[config.mk]
export PLATFORM = sky130hd
export DESIGN_NAME = hp_manager
export DESIGN_NICKNAME = d
export VERILOG_FILES = /design/src/rtl/hp_manager.sv
export SDC_FILE = /design/constraint.sdc
export NUM_CORES = 1
export LEC_CHECK = 0
export ABC_AREA = 0
export ABC_CLOCK_PERIOD_IN_PS = 7030
export CAP_MARGIN = 20
export CORE_MARGIN = 8
export CORE_UTILIZATION = 55
export DETAILED_ROUTE_END_ITERATION = 10
export PLACE_DENSITY_LB_ADDON = 0.05
export SYNTH_ARGS = -nofsm -noshare
export SYNTH_HDL_FRONTEND = slang
export SYNTH_SLANG_ARGS = --single-unit
[constraint.sdc]
create_clock -name clk -period 7.03 [get_ports clk]
set_input_delay 1.0545 -clock clk [delete_from_list [all_inputs] [get_ports clk]]
set_output_delay 1.0545 -clock clk [all_outputs]
set_load 0.05 [all_outputs]
[src/rtl/hp_manager.sv]
// Player hit-point manager: edge-detected hits, invulnerability blink window,
// heal/restart handling and game-over detection for the HUD and game FSM.
module hp_manager #(
  parameter int unsigned HP_MAX       = 5,
  parameter int unsigned HP_W         = 3,
  parameter int unsigned CNT_W        = 24,
  parameter int unsigned FLASH_CYCLES = 12000000,
  parameter int unsigned FLASH_TOGGLE = 1000000
) (
  input  logic            clk,
  input  logic            rst,
  input  logic            collision,
  input  logic            heal,
  input  logic            restart,
  output logic [HP_W-1:0] hp,
  output logic            hit_pulse,
  output logic            flash,
  output logic            game_over
);

  typedef enum logic [1:0] {ALIVE, HIT, DEAD} state_t;

  localparam logic [HP_W-1:0]  HP_FULL  = HP_W'(HP_MAX);
  localparam logic [HP_W-1:0]  HP_ONE   = HP_W'(1);
  localparam logic [CNT_W-1:0] INV_LOAD = CNT_W'(FLASH_CYCLES - 1);
  localparam logic [CNT_W-1:0] TOG_LAST = CNT_W'(FLASH_TOGGLE - 1);

  state_t           state, state_n;
  logic [HP_W-1:0]  hp_n, hp_healed;
  logic             hit_pulse_n, flash_n, game_over_n;
  logic             collision_d, col_rise;
  logic [CNT_W-1:0] inv_cnt, inv_cnt_n, tog_cnt, tog_cnt_n;

  assign col_rise  = collision & ~collision_d;
  assign hp_healed = (hp < HP_FULL) ? hp + HP_ONE : hp;

  always_ff @(posedge clk or posedge rst) begin
    if (rst) begin
      state       <= ALIVE;
      hp          <= HP_FULL;
      hit_pulse   <= 1'b0;
      flash       <= 1'b0;
      game_over   <= 1'b0;
      collision_d <= 1'b0;
      inv_cnt     <= '0;
      tog_cnt     <= '0;
    end else begin
      state       <= state_n;
      hp          <= hp_n;
      hit_pulse   <= hit_pulse_n;
      flash       <= flash_n;
      game_over   <= game_over_n;
      collision_d <= collision;
      inv_cnt     <= inv_cnt_n;
      tog_cnt     <= tog_cnt_n;
    end
  end

  always_comb begin
    state_n     = state;
    hp_n        = hp;
    hit_pulse_n = 1'b0;
    flash_n     = flash;
    game_over_n = game_over;
    inv_cnt_n   = inv_cnt;
    tog_cnt_n   = tog_cnt;

    if (restart) begin
      state_n     = ALIVE;
      hp_n        = HP_FULL;
      flash_n     = 1'b0;
      game_over_n = 1'b0;
      inv_cnt_n   = '0;
      tog_cnt_n   = '0;
    end else begin
      unique case (state)
        ALIVE: begin
          if (col_rise) begin
            hit_pulse_n = 1'b1;
            if (hp > HP_ONE) begin
              hp_n      = hp - HP_ONE;
              inv_cnt_n = INV_LOAD;
              tog_cnt_n = '0;
              flash_n   = 1'b1;
              state_n   = HIT;
            end else begin
              hp_n        = '0;
              game_over_n = 1'b1;
              flash_n     = 1'b0;
              state_n     = DEAD;
            end
          end else if (heal) begin
            hp_n = hp_healed;
          end
        end
        HIT: begin
          if (heal) hp_n = hp_healed;
          if (tog_cnt == TOG_LAST) begin
            tog_cnt_n = '0;
            flash_n   = ~flash;
          end else begin
            tog_cnt_n = tog_cnt + 1'b1;
          end
          // Expiry overrides the blink toggle so the sprite always ends visible-off.
          if (inv_cnt == '0) begin
            state_n   = ALIVE;
            flash_n   = 1'b0;
            tog_cnt_n = '0;
          end else begin
            inv_cnt_n = inv_cnt - 1'b1;
          end
        end
        DEAD: begin
          hp_n        = '0;
          game_over_n = 1'b1;
          flash_n     = 1'b0;
        end
        default: state_n = ALIVE;
      endcase
    end
  end

endmodule

After elaboration in Yosys (flattened, before gate mapping):

Index checks and enable logic that the tools add are counted.

* bits in registers: 57
* input bits: 5
* output and inout bits: 6
* logic and storage cells: 72

* $add $sub $neg: 4
* $lt $le $gt $ge: 2
* equality and inequality tests: 10
* muxes and demuxes: 35
* bitwise operators: 3
* reductions and logical operators: 10

Operators by type and width (count)
* $mux 24: 9
* $pmux 24 s2: 2
* $add 24x1->24 const B: 1
* $eq 24x20->1 const B: 1
* $logic_not 24->1: 1
* $sub 24x1->24 const B: 1
* $mux 3: 5
* $ne 3x3->1 const B: 5
* $reduce_and 3->1: 4
* $mux 1: 11
* $pmux 3 s3: 1
* $mux 2: 4
* $pmux 2 s3: 1
* $reduce_bool 3->1: 2
* $ne 4x4->1 const B: 1
* $reduce_and 4->1: 1
* $reduce_bool 4->1: 1
* $add 3x1->3 const B: 1
* $gt 3x1->1 const B: 1
* $lt 3x3->1 const B: 1
* $pmux 1 s3: 1
* $sub 3x1->3 const B: 1
* $eq 2x1->1 const B: 1
* $eq 2x2->1 const B: 1
* other kinds (5): 6

Logic depth before layout (Yosys ltp):

* depth in word-level cells: 6
* mapped depth: 9
* mapped depth without buffers: 7

Worst setup path before layout:

No wires, ideal clock.

* kind: input to register
* start point: input collision
* end point: register tog_cnt[20]
* setup time: 0.079 ns
* arrival: 2.443 ns
* slack: 4.508 ns
* cell stages on the path: 5
* cell sequence: nand3b_1 -> o211ai_1 -> nand3_1 -> or4_1 -> a21oi_1

* word-level cells in the longest chain between the ends: 3

RTL lines
* start, declared: line 12 `input logic collision,`
* $and 1x1->1: line 34 `assign col_rise = collision & ~collision_d;`
* $ne 3x3->1 (no source line)
* $reduce_and 3->1 (no source line)
* end signal, assigned: line 55 `tog_cnt <= tog_cnt_n;`
* end, declared: line 32 `logic [CNT_W-1:0] inv_cnt, inv_cnt_n, tog_cnt, tog_cnt_n;`

Every way passes these cells.
A chain may end at the register's enable or synchronous reset.

Worst setup path after layout:

* start point: input restart
* end point: register tog_cnt[20]

* word-level cells in the longest chain between the ends: 2
* elaborated cells on any way between the ends: 5

RTL lines
* start, declared: line 14 `input logic restart,`
* $ne 3x3->1 (no source line) or $reduce_bool 3->1 (tied branches)
* $reduce_and 3->1 (no source line)

Several ways; a longest one is shown, not always the timed one.

==> reports/results.tsv <==
stage	metric	value	unit
setup_path	endpoint	tog_cnt[20]	
power	p_switching	460.7	uW
global_routing	grt_pass1_vias	2979	
setup_path	cp_data_required_time	7300	ps
power	p_int	715.9	uW
timing	hold_violations	0	
synthesis	synth_area_per_cell	8.950	sq um
cts	worstSkewPairLatency	350	ps
cts	post_cts_buffers	0	
die	core_area	6314	sq um
global_routing	track_usage	20.30	%
power	powerDensity	297.6	nW/um^2
setup_path	crit_type	primary input to flop	
final_layout	final_common_cell	dfrtp_1	
setup_path	slowest_stage	clkdlybuf4s50_1	
route	viasPerCell	6.450	
status	status	complete, no violations	
setup_path	critPathArrivalTime	3940	ps
power	clock_power_share	29.6	%
setup_path	start_kind	primary input	
die	die_h	96.48	um
route	ant_nets	0	
route	wl	8695	um
timing	rsz0062_at_grt	false	
setup_path	reg2reg_depth	7	
cts	clock_path_buffers	2	
worst_hold_path	hold_path_depth	2	
die	num_rows	29	
power	leakagePower	1.569	nW
synthesis	syn-num-nets	411	
power	p_seq_share	35.6	%
timing	period_minus_slack	3664	ps
cts	cts_root_buffer	clkbuf_8	
route	drt-initial-drc-count	244	
global_routing	grt-ovfl-total	0	
synthesis	synth_cells	398	
power	ir_drop	0.2527	mV
timing	max_freq	272.9	MHz
final_layout	finalInstanceArea	3954	sq um
synthesis	synth-seq-cells	57	
timing	setup_violations	0	
die	initial_utilization	56.42	%
final_layout	area_growth	10.99	%
setup_path	crit_path_max_fanout	23	
worst_hold_path	min_path_type	flop to flop	
global_routing	grt_pass1_wl	14860	um
route	route.detailed.drc	0	
timing	relSlewSlack	29.04	%
power	comb_power_share	34.9	%
synthesis	yosys_warnings	0	
synthesis	syn_area	3562	sq um
die	dieArea	9307	sq um
route	vias	3167	
route	firstDrtPassIters	5	
placed_design	place_area	3737	sq um
setup_path	crit_start	restart	
timing	skew	12.50	ps
setup_path	reg2reg_slack	4320	ps
timing	maxSlewViolCount	0	
timing	worstMarginPinSlew	1063	ps
timing	finalSetupTns	0	ps
job	maxCapViolations	0	
die	io_pins	11	
setup_path	r2r_start	state[0]	
timing	period_share	52.12	%
cts	cts_tree	done	
cts	numCtsBuffers	9	
setup_path	r2r_end	inv_cnt[13]	
power	swShare	39.16	%
route	routedWlPerCell	17.71	um
setup_path	cp-end-kind	flop	
synthesis	yosysSeqAreaShare	40.11	%
cts	clock-sinks	57	
final_layout	layout_common_cells	dfrtp_1 (55), nor2_1 (44), nand2_1 (28)	
cts	cts_hold_buffers	0	
final_layout	instances_no_fill	491	
global_routing	antenna_found_initial	0	
placed_design	hpwl	5966	um
cts	htree_levels	3	
synthesis	yosysUniqueCellTypes	59	
die	die_x	96.48	um
cts	clkTransAtPathRegs	70	ps
final_layout	nNetsFinal	423	
placed_design	globalplace.congestion	0.9363	
synthesis	async_flop_share	100.0	%
final_layout	diodes	0	
global_routing	grt_max_degree	58	
setup_path	critical_path.max_stage_delay	910	ps
synthesis	synth_ff_type	dfrtp_1	
final_layout	drive_gt1_share	8.696	%
setup_path	path_cells	clkdlybuf4s50_1 -> inv_1 -> nand2_1 -> a31oi_1 -> a21oi_4 -> a21oi_1	
synthesis	synth-edff-count	0	
placed_design	dp_cells	476	
cts	cts_resized	0	
placed_design	portBuffers	10	
## power by group through the flow
stage	logic [mW]	registers (mW)	clock network (mW)
finish	0.410	0.418	0.348
global route	0.450	0.425	0.365
CTS	0.408	0.417	0.353
detailed placement	0.406	0.423	0
global placement	0.404	0.422	0
floorplan	0.265	0.454	0
## per-layer routing
metal  vias up  part of all wire [%]  global-route usage (%)
li1       1528                     -                       -
met3        17                   5.3                   3.168
met1      1525                    50                   29.85
met4         0                   1.9                   8.701
met5         -                     0                       0
met2        97                    43                   28.64
## logic make-up after synthesis
logic type	count (synthesis)	synth area share [%]
multiplexers	4	1.124
buffers and inverters	30	3.477
AO/OA/AOI/OAI	100	20.13
XOR/XNOR	18	4.426
adder cells (fa/ha/maj)	8	2.810
flip-flops	57	40.11
AND/OR/NAND/NOR	181	27.92
## Yosys cell counts, types with 4 or more instances
cell      instances  area share, %
o31ai_1           4           0.84
a211oi_1          7            1.5
or4_1             7            1.5
dfrtp_1          55             39
xnor2_1           5            1.2
mux2i_1           4            1.1
a31oi_1           4           0.70
nor3_1            8            1.1
o21a_1            4           0.84
a41o_1            4            1.1
and3_1            4           0.70
o21ai_0          13            1.8
nand2_1          28            3.0
nand3_1          21            3.0
or3_1            12            2.1
nor4_1           11            1.9
xor2_1           13            3.2
nand2b_1          7            1.2
nor2_1           44            4.6
ha_1              8            2.8
clkbuf_1         10            1.1
o211ai_1          4           0.84
nand4_1          13            2.3
inv_1            15            1.6
a21oi_1          25            3.5
o21ai_1           8            1.1
## registers in the layout, indices dropped and copies added, names as in the netlist
register and count:
inv_cnt 24, state 2, tog_cnt 24, game_over 1
collision_d 1, hp 3, hit_pulse 1, flash 1
## stage by stage
step | utilization, % | setup slack, ps | hold WS [ps] | power (mW)
2_1_floorplan | - | 4508 | 474.4 | 0.7193
3_3_place_gp | 59.20 | 3216 | 492.7 | 0.8263
3_5_place_dp | 59.20 | 3104 | 498.2 | 0.8293
4_1_cts | 62.62 | 3461 | 520.3 | 1.178
5_1_grt | 62.62 | 3164 | 578.6 | 1.239
6_report | 62.62 | 3366 | 505.9 | 1.177
## how the worst min path moves through the flow
stage,start,end
2_1_floorplan,inv_cnt[23],inv_cnt[23]
3_3_place_gp,game_over,game_over
4_1_cts,game_over,game_over
5_1_grt,game_over,game_over
6_report,game_over,game_over
3_5_place_dp,game_over,game_over
## area by class of cell
class,count,area (sq um)
fill,573,2360
multi-input combinational,311,2014
sequential,57,1429
clock buffer,10,137.6
timing repair buffer,15,137.6
tap,77,96.34
clock inverter,5,78.83
inverter,16,60.06
## worst max-delay path: cells and delay by family
family	cells	cell delay, ps
AND/OR/NAND/NOR	1	180
buffers and inverters	2	1470
AO/OA/AOI/OAI	3	1210
(Power assumes the default switching activity.)
